`config.mk`:
```
export PLATFORM = sky130hd
export DESIGN_NAME = alarm_controller
export DESIGN_NICKNAME = d
export VERILOG_FILES = /design/src/rtl/alarm_controller.sv
export SDC_FILE = /design/constraint.sdc
export NUM_CORES = 1
export LEC_CHECK = 0
export ABC_CLOCK_PERIOD_IN_PS = 2500
export BUFFER_PORTS_ARGS = -buffer_cell sky130_fd_sc_hd__buf_2
export CAP_MARGIN = 20
export CORE_MARGIN = 3
export CORE_UTILIZATION = 47
export CTS_BUF_LIST = sky130_fd_sc_hd__clkbuf_2
export DETAILED_ROUTE_END_ITERATION = 16
export GPL_TIMING_DRIVEN = 0
export PLACE_DENSITY = 0.7
export SETUP_SLACK_MARGIN = 0.2
export SLEW_MARGIN = 30
export SYNTH_ARGS = -nofsm -noshare
export SYNTH_HDL_FRONTEND = slang
export SYNTH_SLANG_ARGS = --single-unit
```
`constraint.sdc`:
```
create_clock -name clk -period 2.5 [get_ports clk]
set_input_delay 0.375 -clock clk [delete_from_list [all_inputs] [get_ports clk]]
set_output_delay 0.375 -clock clk [all_outputs]
set_load 0.01 [all_outputs]
```
`src/rtl/alarm_controller.sv`:
```
// alarm_controller: stores a user-set HH:MM alarm (24-hour BCD), compares it
// against the live time digits and runs the IDLE/RINGING/SNOOZE state machine
// that drives the buzzer and the ringing/snoozing status flags.
// Optional feature macro: ALARM_BEEP_EN (1 s on / 1 s off buzzer while ringing).
module alarm_controller #(
    parameter int unsigned RING_SECS   = 60,
    parameter int unsigned SNOOZE_SECS = 300
) (
    input  logic       clk,
    input  logic       reset,
    input  logic       sec_tick,
    input  logic [3:0] t_sec_u,
    input  logic [2:0] t_sec_t,
    input  logic [3:0] t_min_u,
    input  logic [2:0] t_min_t,
    input  logic [3:0] t_hr_u,
    input  logic [1:0] t_hr_t,
    input  logic       alarm_en,
    input  logic       set_mode,
    input  logic       a_up_min,
    input  logic       a_down_min,
    input  logic       a_up_hour,
    input  logic       a_down_hour,
    input  logic       stop,
    input  logic       snooze,
    output logic [3:0] a_min_u,
    output logic [2:0] a_min_t,
    output logic [3:0] a_hr_u,
    output logic [1:0] a_hr_t,
    output logic       ringing,
    output logic       snoozing,
    output logic       buzzer
);

    localparam int unsigned CNT_W = 9;
    localparam logic [CNT_W-1:0] RING_LAST = CNT_W'(RING_SECS - 1);
    localparam logic [CNT_W-1:0] SNZ_LAST  = CNT_W'(SNOOZE_SECS - 1);

    typedef enum logic [1:0] {
        ST_IDLE    = 2'd0,
        ST_RINGING = 2'd1,
        ST_SNOOZE  = 2'd2
    } state_e;

    // Alarm time registers
    logic [3:0] a_min_u_q, a_min_u_d;
    logic [2:0] a_min_t_q, a_min_t_d;
    logic [3:0] a_hr_u_q,  a_hr_u_d;
    logic [1:0] a_hr_t_q,  a_hr_t_d;

    // FSM, counters and registered outputs
    state_e           state_q, state_d;
    logic [CNT_W-1:0] ring_cnt_q, ring_cnt_d;
    logic [CNT_W-1:0] snz_cnt_q, snz_cnt_d;
    logic             match_q;
    logic             ringing_q, ringing_d;
    logic             snoozing_q, snoozing_d;
    logic             buzzer_q, buzzer_d;
    logic             match_c;
    logic             trigger_c;

`ifdef ALARM_BEEP_EN
    logic             beep_q, beep_d;
`endif

    // Alarm edit logic: BCD wrap per field, no minute-to-hour carry
    always_comb begin
        a_min_u_d = a_min_u_q;
        a_min_t_d = a_min_t_q;
        a_hr_u_d  = a_hr_u_q;
        a_hr_t_d  = a_hr_t_q;
        if (set_mode) begin
            if (a_up_min && !a_down_min) begin
                if (a_min_u_q == 4'd9) begin
                    a_min_u_d = 4'd0;
                    a_min_t_d = (a_min_t_q == 3'd5) ? 3'd0 : a_min_t_q + 3'd1;
                end else begin
                    a_min_u_d = a_min_u_q + 4'd1;
                end
            end else if (a_down_min && !a_up_min) begin
                if (a_min_u_q == 4'd0) begin
                    a_min_u_d = 4'd9;
                    a_min_t_d = (a_min_t_q == 3'd0) ? 3'd5 : a_min_t_q - 3'd1;
                end else begin
                    a_min_u_d = a_min_u_q - 4'd1;
                end
            end

            if (a_up_hour && !a_down_hour) begin
                if (a_hr_t_q == 2'd2 && a_hr_u_q == 4'd3) begin
                    a_hr_t_d = 2'd0;
                    a_hr_u_d = 4'd0;
                end else if (a_hr_u_q == 4'd9) begin
                    a_hr_u_d = 4'd0;
                    a_hr_t_d = a_hr_t_q + 2'd1;
                end else begin
                    a_hr_u_d = a_hr_u_q + 4'd1;
                end
            end else if (a_down_hour && !a_up_hour) begin
                if (a_hr_t_q == 2'd0 && a_hr_u_q == 4'd0) begin
                    a_hr_t_d = 2'd2;
                    a_hr_u_d = 4'd3;
                end else if (a_hr_u_q == 4'd0) begin
                    a_hr_u_d = 4'd9;
                    a_hr_t_d = a_hr_t_q - 2'd1;
                end else begin
                    a_hr_u_d = a_hr_u_q - 4'd1;
                end
            end
        end
    end

    // Alarm time register update
    always_ff @(posedge clk) begin
        if (reset) begin
            a_min_u_q <= 4'd0;
            a_min_t_q <= 3'd0;
            a_hr_u_q  <= 4'd0;
            a_hr_t_q  <= 2'd0;
        end else begin
            a_min_u_q <= a_min_u_d;
            a_min_t_q <= a_min_t_d;
            a_hr_u_q  <= a_hr_u_d;
            a_hr_t_q  <= a_hr_t_d;
        end
    end

    // Match at HH:MM:00; trigger on rising edge so a stop inside the matching second sticks
    always_comb begin
        match_c = alarm_en
               && (t_hr_t  == a_hr_t_q)  && (t_hr_u  == a_hr_u_q)
               && (t_min_t == a_min_t_q) && (t_min_u == a_min_u_q)
               && (t_sec_t == 3'd0)      && (t_sec_u == 4'd0);
        trigger_c = match_c && !match_q;
    end

    // Match history register
    always_ff @(posedge clk) begin
        if (reset) begin
            match_q <= 1'b0;
        end else begin
            match_q <= match_c;
        end
    end

    // Next-state, counters and next output values
    always_comb begin
        state_d    = state_q;
        ring_cnt_d = ring_cnt_q;
        snz_cnt_d  = snz_cnt_q;
        case (state_q)
            ST_IDLE: begin
                if (trigger_c) begin
                    state_d    = ST_RINGING;
                    ring_cnt_d = '0;
                end
            end
            ST_RINGING: begin
                if (!alarm_en || stop) begin
                    state_d = ST_IDLE;
                end else if (snooze) begin
                    state_d   = ST_SNOOZE;
                    snz_cnt_d = '0;
                end else if (sec_tick) begin
                    if (ring_cnt_q == RING_LAST) begin
                        state_d = ST_IDLE;
                    end else begin
                        ring_cnt_d = ring_cnt_q + CNT_W'(1);
                    end
                end
            end
            ST_SNOOZE: begin
                if (!alarm_en || stop) begin
                    state_d = ST_IDLE;
                end else if (sec_tick) begin
                    if (snz_cnt_q == SNZ_LAST) begin
                        state_d    = ST_RINGING;
                        ring_cnt_d = '0;
                    end else begin
                        snz_cnt_d = snz_cnt_q + CNT_W'(1);
                    end
                end
            end
            default: begin
                state_d = ST_IDLE;
            end
        endcase

        ringing_d  = (state_d == ST_RINGING);
        snoozing_d = (state_d == ST_SNOOZE);
`ifdef ALARM_BEEP_EN
        // Beep restarts high on each entry into RINGING, then toggles per second
        if (state_d != ST_RINGING) begin
            beep_d = 1'b0;
        end else if (state_q != ST_RINGING) begin
            beep_d = 1'b1;
        end else if (sec_tick) begin
            beep_d = !beep_q;
        end else begin
            beep_d = beep_q;
        end
        buzzer_d = ringing_d && beep_d;
`else
        buzzer_d = ringing_d;
`endif
    end

    // State, counter and output registers
    always_ff @(posedge clk) begin
        if (reset) begin
            state_q    <= ST_IDLE;
            ring_cnt_q <= '0;
            snz_cnt_q  <= '0;
            ringing_q  <= 1'b0;
            snoozing_q <= 1'b0;
            buzzer_q   <= 1'b0;
        end else begin
            state_q    <= state_d;
            ring_cnt_q <= ring_cnt_d;
            snz_cnt_q  <= snz_cnt_d;
            ringing_q  <= ringing_d;
            snoozing_q <= snoozing_d;
            buzzer_q   <= buzzer_d;
        end
    end

`ifdef ALARM_BEEP_EN
    // Beep phase register
    always_ff @(posedge clk) begin
        if (reset) begin
            beep_q <= 1'b0;
        end else begin
            beep_q <= beep_d;
        end
    end
`endif

    assign a_min_u  = a_min_u_q;
    assign a_min_t  = a_min_t_q;
    assign a_hr_u   = a_hr_u_q;
    assign a_hr_t   = a_hr_t_q;
    assign ringing  = ringing_q;
    assign snoozing = snoozing_q;
    assign buzzer   = buzzer_q;

endmodule

```
=== After elaboration in Yosys (flattened, before gate mapping) ===
Index checks and enable logic that the tools add are counted.

* Register bits after elaboration: 36
* Input port bits: 31
* Output and inout port bits: 16
* Logic and storage cells: 132

* $add $sub $neg: 10
* Eq/ne operators: 27
* Mux-type cells: 46
* Reductions and logical operators: 39

{| class="wikitable"
|+ Operator list
! kind !! count
|-
| two-way mux 9 bit || 13
|-
| two-way mux 4 bit || 10
|-
| two-way mux 2 bit || 14
|-
| case mux 9 bit (3 select lines) || 1
|-
| != test 2 bit (second input constant) || 10
|-
| adder 9 x 1 -> 9 bit (second input constant) || 2
|-
| two-way mux 3 bit || 6
|-
| case mux 9 bit (2 select lines) || 1
|-
| logical AND 1 bit || 13
|-
| logical NOT 4 bit || 3
|-
| equality test 9 x 6 -> 1 bit (second input constant) || 1
|-
| equality test 9 bit (second input constant) || 1
|-
| AND reduction 9 bit || 1
|-
| adder 4 x 1 -> 4 bit (second input constant) || 2
|-
| equality test 4 bit || 2
|-
| equality test 4 bit (second input constant) || 2
|-
| AND reduction 4 bit || 2
|-
| nonzero test 2 bit || 4
|-
| subtractor 4 x 1 -> 4 bit (second input constant) || 2
|-
| equality test 2 bit (second input constant) || 3
|-
| logical NOT 1 bit || 6
|-
| logical NOT 3 bit || 2
|-
| case mux 2 bit (3 select lines) || 1
|-
| AND reduction 6 bit || 1
|-
| other kinds (15) || 19
|}

=== Longest topological paths before layout ===
Gate-level depths: netlist (run 1).

* Depth after elaboration: 11
* Depth in mapped cells: 8
* Mapped depth without buffers: 7

=== Worst setup path after synthesis (run 1) ===
OpenSTA, ideal clock, no wires.

* Path type: flip-flop to flip-flop
* From: register snz_cnt_q[0]
* To: register snz_cnt_q[8]
* Library setup time: 0.070 ns
* Arrival: 1.740 ns
* Data required time: 2.430 ns
* Slack: 0.690 ns
* Cell stages (with the launch flop): 7
* Buffers on the path: 0
* Clock period less this slack: 1.810 ns
* Cells stage by stage: dfxtp_1 ha_1 nand4_1 o211ai_4 a211o_1 or4_1 a21oi_1

* Word-level cells in the longest chain between the ends: 5
* Elaborated cells on any way between the ends: 8
* Classes of those cells: 1 x add/sub; 2 x eq/ne; 4 x mux; 1 x reduce/logical

{| class="wikitable"
|+ RTL lines
! what !! RTL line !! source
|-
| start: declaration || 54 || <nowiki>logic [CNT_W-1:0] snz_cnt_q, snz_cnt_d;</nowiki>
|-
| start signal: assignment || 220 || <nowiki>snz_cnt_q <= snz_cnt_d;</nowiki>
|-
| adder 9 x 1 -> 9 bit || 180 || <nowiki>snz_cnt_d = snz_cnt_q + CNT_W'(1);</nowiki>
|-
| two-way mux 9 bit || 176 || <nowiki>if (snz_cnt_q == SNZ_LAST) begin</nowiki>
|-
| two-way mux 9 bit || 175 || <nowiki>end else if (sec_tick) begin</nowiki>
|-
| two-way mux 9 bit || 173 || <nowiki>if (!alarm_en || stop) begin</nowiki>
|-
| case mux 9 bit (2 select lines) || 151 || <nowiki>case (state_q)</nowiki>
|}

Several ways; a longest one is shown, not always the timed one. The select of a mux whose other input is x is not followed.
A chain may end at the register's enable or synchronous reset.

=== Worst setup path in the final report (run 1) ===
Same ends and word-level chain as after synthesis.

==> metrics.txt, run 1 <==
yosys warns=0; r2r endpoint=snz_cnt_q[8]; critical path peak fanout=9; setup violators final=0; worst path required time=2.84 ns; Die W=77.0 um; status=finished clean; first-pass detailed-route iteration total=4; post-route ant nets=0; CP endpoint=snz_cnt_q[8]; Worst-path clk slew=0.19 ns; htree depth=2; per-cell routed wire length=13.0 um; Min Clock Period, post-route=1.99 ns; Syn Inst Count=292; Ant. Diodes=0; row cnt=25; GP Congestion=0.874; die area=5920 um^2; Detailed Route WL=5350 um; vias after detailed routing=2,263; Worst R2R Path Depth=6; post-synth cell types=57; area grow syn2layout=14.6%; I/O pin count=47; Worst Setup End Kind=flip-flop; Synth top cells by count=36 x dfxtp_1, 26 x nor2_1, 23 x a21oi_1; Hold Crit Class=primary input to flip-flop; Setup crit start=snz_cnt_q[0]; Clock Latency Late Sink=0.39 ns; Critical R2R Launch=snz_cnt_q[0]; Tcrit/Tclk final=0.796; Fmax=502 MHz; drt via density=5.49; DRT iter0 DRCs=87; # port buffers=46; global-route usage over all layers=0.187; FF+latch count, synth=36; Final Hold Viols=0; Setup TNS Final=0 ns; number of global-route vias before repair=2,092; initial core utilization=0.494; Least-Margin Pin Slew=0.511 ns; CTS tree=yes; cts bufs inserted=5; first-pass GRT wire length=9180 um; Max Slew Vio Count=0; hold_ws=0.323 ns; most frequent cell after synthesis=dfxtp_1; post-synthesis net count=335; initial antenna violation count=0; clock skew=0.0132 ns; worst vdd ir=0.238 mV; Mapped Area=2370 um^2; Worst Path Arrival=2.33 ns; CTS max path bufs=2; largest net degree at the start of global routing=11; R2R setup slack=0.51 ns; Die H=77.0 um; Post-CTS Repair Setup Buffers=0; Mean Syn Cell Area=8.10 um^2; async set or reset register ratio after synthesis=0; Pwr Total=0.00113 W; post-synth top area share=0.305; critical path launch point type=flip-flop; total gr overflow=0; Resize count post-CTS=0; Filler cells=459; Max-cap violations=0; critical path type=flip-flop to flip-flop; RSZ-0062 raised after global routing=no; post-synthesis sequential area ratio=0.305; cts hold-fix bufs=0; Top FF cell, synth=dfxtp_1; fraction of layout cells with a size suffix above 1=0.200; main area contributors after synthesis=dfxtp_1 30%, ha_1 6.3%, xor2_1 5.9%, a21oi_1 4.9%, nor2_1 4.1%; Layout Nets=388; number of synthesized flops with an enable pin=0; Cell Pwr Density=416 nW/um^2; HPWL after DPL=4030 um; root buf cell=clkbuf_2; Clock Sinks=36; detailed-route DRC error count=0; Core Box Area=4790 um^2; hold depth=4; P_leak=1.11 nW; Rel. slew slack=0.650; post-synth top area cell=dfxtp_1
-- logic make-up (layout without fill, tap and decap cells) --
group,Yosys count,after routing,synth area share
flip-flops,36,36,0.305
XOR/XNOR,22,22,0.0814
buffers and inverters,27,80,0.0455
AO/OA/AOI/OAI,74,74,0.207
multiplexers,6,6,0.0264
adder cells (fa/ha/maj),12,12,0.0635
AND/OR/NAND/NOR,115,115,0.272
-- how the worst min path moves through the flow --
stage,start,endpoint
after floorplan,ring_cnt_q[8],ring_cnt_q[8]
after global placement,ring_cnt_q[8],ring_cnt_q[8]
after detailed placement,ring_cnt_q[8],ring_cnt_q[8]
after CTS,reset,ring_cnt_q[7]
after global routing,reset,ring_cnt_q[7]
final,reset,ring_cnt_q[7]
-- cells in the final DEF (no fill, tap or decap), types with 3 or more instances in the layout --
cell type,synthesis,routed
nor3_1,4,4
a21oi_1,23,23
nor2_1,26,26
inv_1,12,12
dfxtp_1,36,36
buf_2,2,48
nand3_1,9,9
nand2b_1,6,6
nor3b_1,4,4
mux2i_1,4,4
a211oi_1,5,5
or4_1,3,3
nor4_1,9,9
nand4_1,5,5
or3_1,6,6
nor2b_1,3,3
xor2_1,16,16
clkbuf_2,0,5
clkbuf_1,12,12
o211ai_1,3,3
nand2_1,19,19
ha_1,12,12
a31oi_1,11,11
o21ai_0,11,11
nand3b_1,3,3
xnor2_1,6,6
-- flip-flops by register name, summed over array words and instances, names as in the netlist --
| signal | flops |
|---|---|
| a_hr_u | 4 |
| ring_cnt_q | 9 |
| a_min_u | 4 |
| a_hr_t | 2 |
| buzzer | 1 |
| snz_cnt_q | 9 |
| snoozing | 1 |
| state_q | 2 |
| match_q | 1 |
| a_min_t | 3 |
-- layout make-up --
class | count | area (um^2) | area share
timing repair buffer | 46 | 230 | 0.0849
multi-input combinational | 229 | 1540 | 0.567
sequential | 36 | 721 | 0.266
clock buffer | 5 | 25.0 | 0.00923
tap | 67 | 83.8 | 0.0309
buffer | 15 | 62.6 | 0.0231
inverter | 12 | 45.0 | 0.0166
clock inverter | 2 | 7.51 | 0.00277
-- metal layers --
metal / GRT usage / up-vias / wire length, um
met5: 0 / - / 0
met2: 0.307 / 49 / 2510
met1: 0.239 / 1040 / 2550
met4: 0.0507 / 0 / 37
li1: - / 1169 / -
met3: 0.0516 / 5 / 251
-- through the flow --
step / instances / setup slack (ns) / area, um^2 / util
6_report: 412 / 0.509 / 2710 / 0.567
5_1_grt: 412 / 0.348 / 2710 / 0.567
2_1_floorplan: 292 / 0.690 / 2370 / -
3_3_place_gp: 405 / 0.416 / 2680 / 0.560
4_1_cts: 412 / 0.518 / 2710 / 0.567
3_5_place_dp: 405 / 0.403 / 2680 / 0.560
-- worst max-delay path: stages, from the launching register on --
cell and delay [ns]:
dfxtp_1 0.39, ha_1 0.25, nand4_1 0.20, o211ai_4 0.15
a211o_1 0.35, or4_1 0.47, a21oi_1 0.14
-- power by group --
| group | switching [W] | internal, W |
|---|---|---|
| registers | 0.0000184 | 0.000591 |
| logic | 0.000149 | 0.000115 |
| clock network | 0.000200 | 0.0000577 |
No activity file was read; power rests on OpenSTA's default activity.
==> run 2, diff against run 1 <==
--- a/config.mk
+++ b/config.mk
@@ -5,7 +5,7 @@
 export SDC_FILE = /design/constraint.sdc
 export NUM_CORES = 1
 export LEC_CHECK = 0
-export ABC_CLOCK_PERIOD_IN_PS = 2500
+export ABC_CLOCK_PERIOD_IN_PS = 1700
 export BUFFER_PORTS_ARGS = -buffer_cell sky130_fd_sc_hd__buf_2
 export CAP_MARGIN = 20
 export CORE_MARGIN = 3
@@ -13,7 +13,7 @@
 export CTS_BUF_LIST = sky130_fd_sc_hd__clkbuf_2
 export DETAILED_ROUTE_END_ITERATION = 16
 export GPL_TIMING_DRIVEN = 0
-export PLACE_DENSITY = 0.7
+export PLACE_DENSITY = 0.73
 export SETUP_SLACK_MARGIN = 0.2
 export SLEW_MARGIN = 30
 export SYNTH_ARGS = -nofsm -noshare
==> constraint.sdc (replaced) <==
create_clock -name clk -period 1.7 [get_ports clk]
set_input_delay 0.255 -clock clk [delete_from_list [all_inputs] [get_ports clk]]
set_output_delay 0.255 -clock clk [all_outputs]
set_load 0.01 [all_outputs]
==> run 2 against run 1 <==
  * The run now ends with negative setup slack left
  * Utilization is 19 points higher
  * Flip-flop and latch count unchanged
  * Power rose by 84%
  * Maximum frequency grew 9.3%
  * Count of clock-buffer cells in the layout grew 1
  * Combinational power is 130% higher
  * Sequential power up 48%
  * Highest routed layer unchanged
  * Non-clock buffer count is 38 higher
  * First-iteration DRC count rose by 93%
  * Cell area is 33% higher
  * Cell count up 9.5%
==> metrics.txt, run 2 (synthesis gave the netlist of run 1 again) <==
status=finished with violations; failing checks=negative setup slack; Worst Path Arrival=2.17 ns (-0.16 ns); HPWL after DPL=4180 um (+3.7%); drt via density=5.80 (+5.6%); clock skew=0.0350 ns (+0.0218 ns); R2R setup slack=-0.12 ns (-0.63 ns); Hold Crit Class=primary input to flip-flop; Min Clock Period, post-route=1.82 ns (-0.170 ns); I/O pin count=47 (unchanged); root buf cell=clkbuf_2; Rel. slew slack=0.572 (-0.0787); largest net degree at the start of global routing=12 (+1); Core Box Area=4790 um^2 (unchanged); # port buffers=46 (unchanged); htree depth=2 (unchanged); PnR worst setup slack=-0.121 ns (-0.630 ns); Global Route met1 Usage=0.267 (+0.0277); CTS tree=yes; die area=5920 um^2 (unchanged); Post-Place Cells=405 (unchanged); RSZ-0062 raised after global routing=yes; P_leak=1.44 nW (+29%); Die H=77.0 um (unchanged); Max Slew Vio Count=0 (unchanged); fraction of layout cells with a size suffix above 1=0.500 (+0.300); Setup TNS Final=-1.27 ns (-1.27 ns); Cell Pwr Density=574 nW/um^2 (+38%); global-route usage over all layers=0.223 (+0.0362); Clock Sinks=36 (unchanged); initial antenna violation count=0 (unchanged); Least-Margin Pin Slew=0.642 ns (+0.131 ns); fin util=0.756 (+0.189); initial core utilization=0.494 (unchanged); Filler cells=325 (-29%); Worst Setup End Kind=flip-flop; Max-cap violations=0 (unchanged); global routing met2 resource utilization=0.385 (+0.0775); first-pass detailed-route iteration total=5 (+1); multi-input logic area=1980 um^2 (+29%); critical path type=flip-flop to flip-flop; Ant. Diodes=0 (unchanged); CTS max path bufs=2 (unchanged); Fmax=549 MHz (+9.3%); most common cell after layout, fill and taps aside=buf_2; Largest regs=ring_cnt_q x9, snz_cnt_q x9; Post-Place Worst Slack=-0.331 ns (-0.734 ns); critical path peak fanout=5 (-4); Detailed Route WL=7260 um (+36%); Critical R2R Launch=snz_cnt_q[7]; Die W=77.0 um (unchanged); critical path launch point type=flip-flop; Layout Nets=426 (+9.8%); Hold Crit Start=reset; Worst-path clk slew=0.21 ns (+0.02 ns); GRT Max-Usage Layer=met2; Register Area=763 um^2 (+5.9%); grt met3 use=0.0516 (unchanged); setup violators final=22 (+22); post-route ant nets=0 (unchanged); worst vdd ir=0.358 mV (+51%); hold depth=4 (unchanged); detailed-route DRC error count=0 (unchanged); r2r endpoint=snz_cnt_q[0]; number of global-route vias before repair=2,385 (+14%); total gr overflow=0 (unchanged); worst path required time=2.05 ns (-0.79 ns); GP Congestion=0.844 (-3.5%); vias after detailed routing=2,615 (+16%); first-pass GRT wire length=10,800 um (+18%); cts bufs inserted=5 (unchanged); row cnt=25 (unchanged); Worst R2R Path Depth=6 (unchanged); area grow syn2layout=52.8%; cts hold-fix bufs=0 (unchanged); DRT iter0 DRCs=168 (+93%); Final Hold Viols=0 (unchanged); Tcrit/Tclk final=1.07 (+0.275); most frequent cells in the layout=46 x buf_2, 29 x buf_4, 22 x nor2_1; per-cell routed wire length=16.1 um (+24%); Hold Path End=ring_cnt_q[6]; fin cells=451 (+9.5%); Clock Latency Late Sink=0.42 ns (+0.03 ns)
-- run 2: changes by cell type in the layout (fill, tap and decap cells not counted), sizes merged --
cell and delta:
buf +39, bufinv +1, clkinv -1
-- run 2: timing repair --
| action | 4_1_cts | 5_1_grt |
|---|---|---|
| setup buffers | 23 | 15 |
| endpoints found under the setup margin | 32 | 32 |
| pin swaps | 28 | 33 |
| resized for setup | 59 | 58 |
| hold endpoints to repair | 0 | 0 |
-- run 2: where the power goes --
group / leakage [nW] / internal (W) / switching, W
Combinational: 1.09 / 0.000282 / 0.000316
Clock: 0.0430 / 0.000253 / 0.000325
Sequential: 0.303 / 0.000866 / 0.0000346
Total: 1.44 / 0.00140 / 0.000675
-- run 2: per-layer routing --
| layer | share of wire | vias to the layer above |
|---|---|---|
| met5 | 0 | - |
| met4 | 0.013 | 0 |
| met2 | 0.52 | 113 |
| met1 | 0.40 | 1244 |
| met3 | 0.064 | 13 |
| li1 | - | 1245 |
-- run 2: cell type report --
cell class	instances	area share
multi-input cells	229	0.548
flip-flops and latches	36	0.211
repair buffers	84	0.156
plain buffers	15	0.0301
well taps	67	0.0232
inverters	12	0.0138
clock inverters	2	0.00969
clock buffers	6	0.00830
-- run 2: stage by stage --
step | instance area, um^2 | hold WS (ns) | total power [W]
2_1_floorplan | 2440 | 0.448 | 0.00120
3_3_place_gp | 2760 | 0.461 | 0.00131
3_5_place_dp | 2760 | 0.483 | 0.00132
4_1_cts | 3240 | 0.140 | 0.00196
5_1_grt | 3620 | 0.118 | 0.00216
6_report | 3620 | 0.131 | 0.00208
-- run 2: worst max path at each step --
| stage | slack, ns | endpoint | depth (start not counted) | start |
|---|---|---|---|---|
| 2_1_floorplan | 0.01 | a_min_t[1] | 6 | a_min_u[3] |
| 3_3_place_gp | -0.30 | ring_cnt_q[3] | 6 | t_sec_t[1] |
| 3_5_place_dp | -0.33 | ring_cnt_q[7] | 6 | t_sec_t[1] |
| 4_1_cts | -0.07 | snz_cnt_q[8] | 6 | snz_cnt_q[0] |
| 5_1_grt | -0.19 | snz_cnt_q[8] | 6 | snz_cnt_q[1] |
| 6_report | -0.12 | snz_cnt_q[0] | 6 | snz_cnt_q[7] |
-- run 2: critical path: stages, from the launching register on --
cell and delay (ns):
dfxtp_2 0.36, or4_4 0.57, o211ai_4 0.31, buf_6 0.16, nand2_4 0.04, mux2_2 0.25
nor2_1 0.08
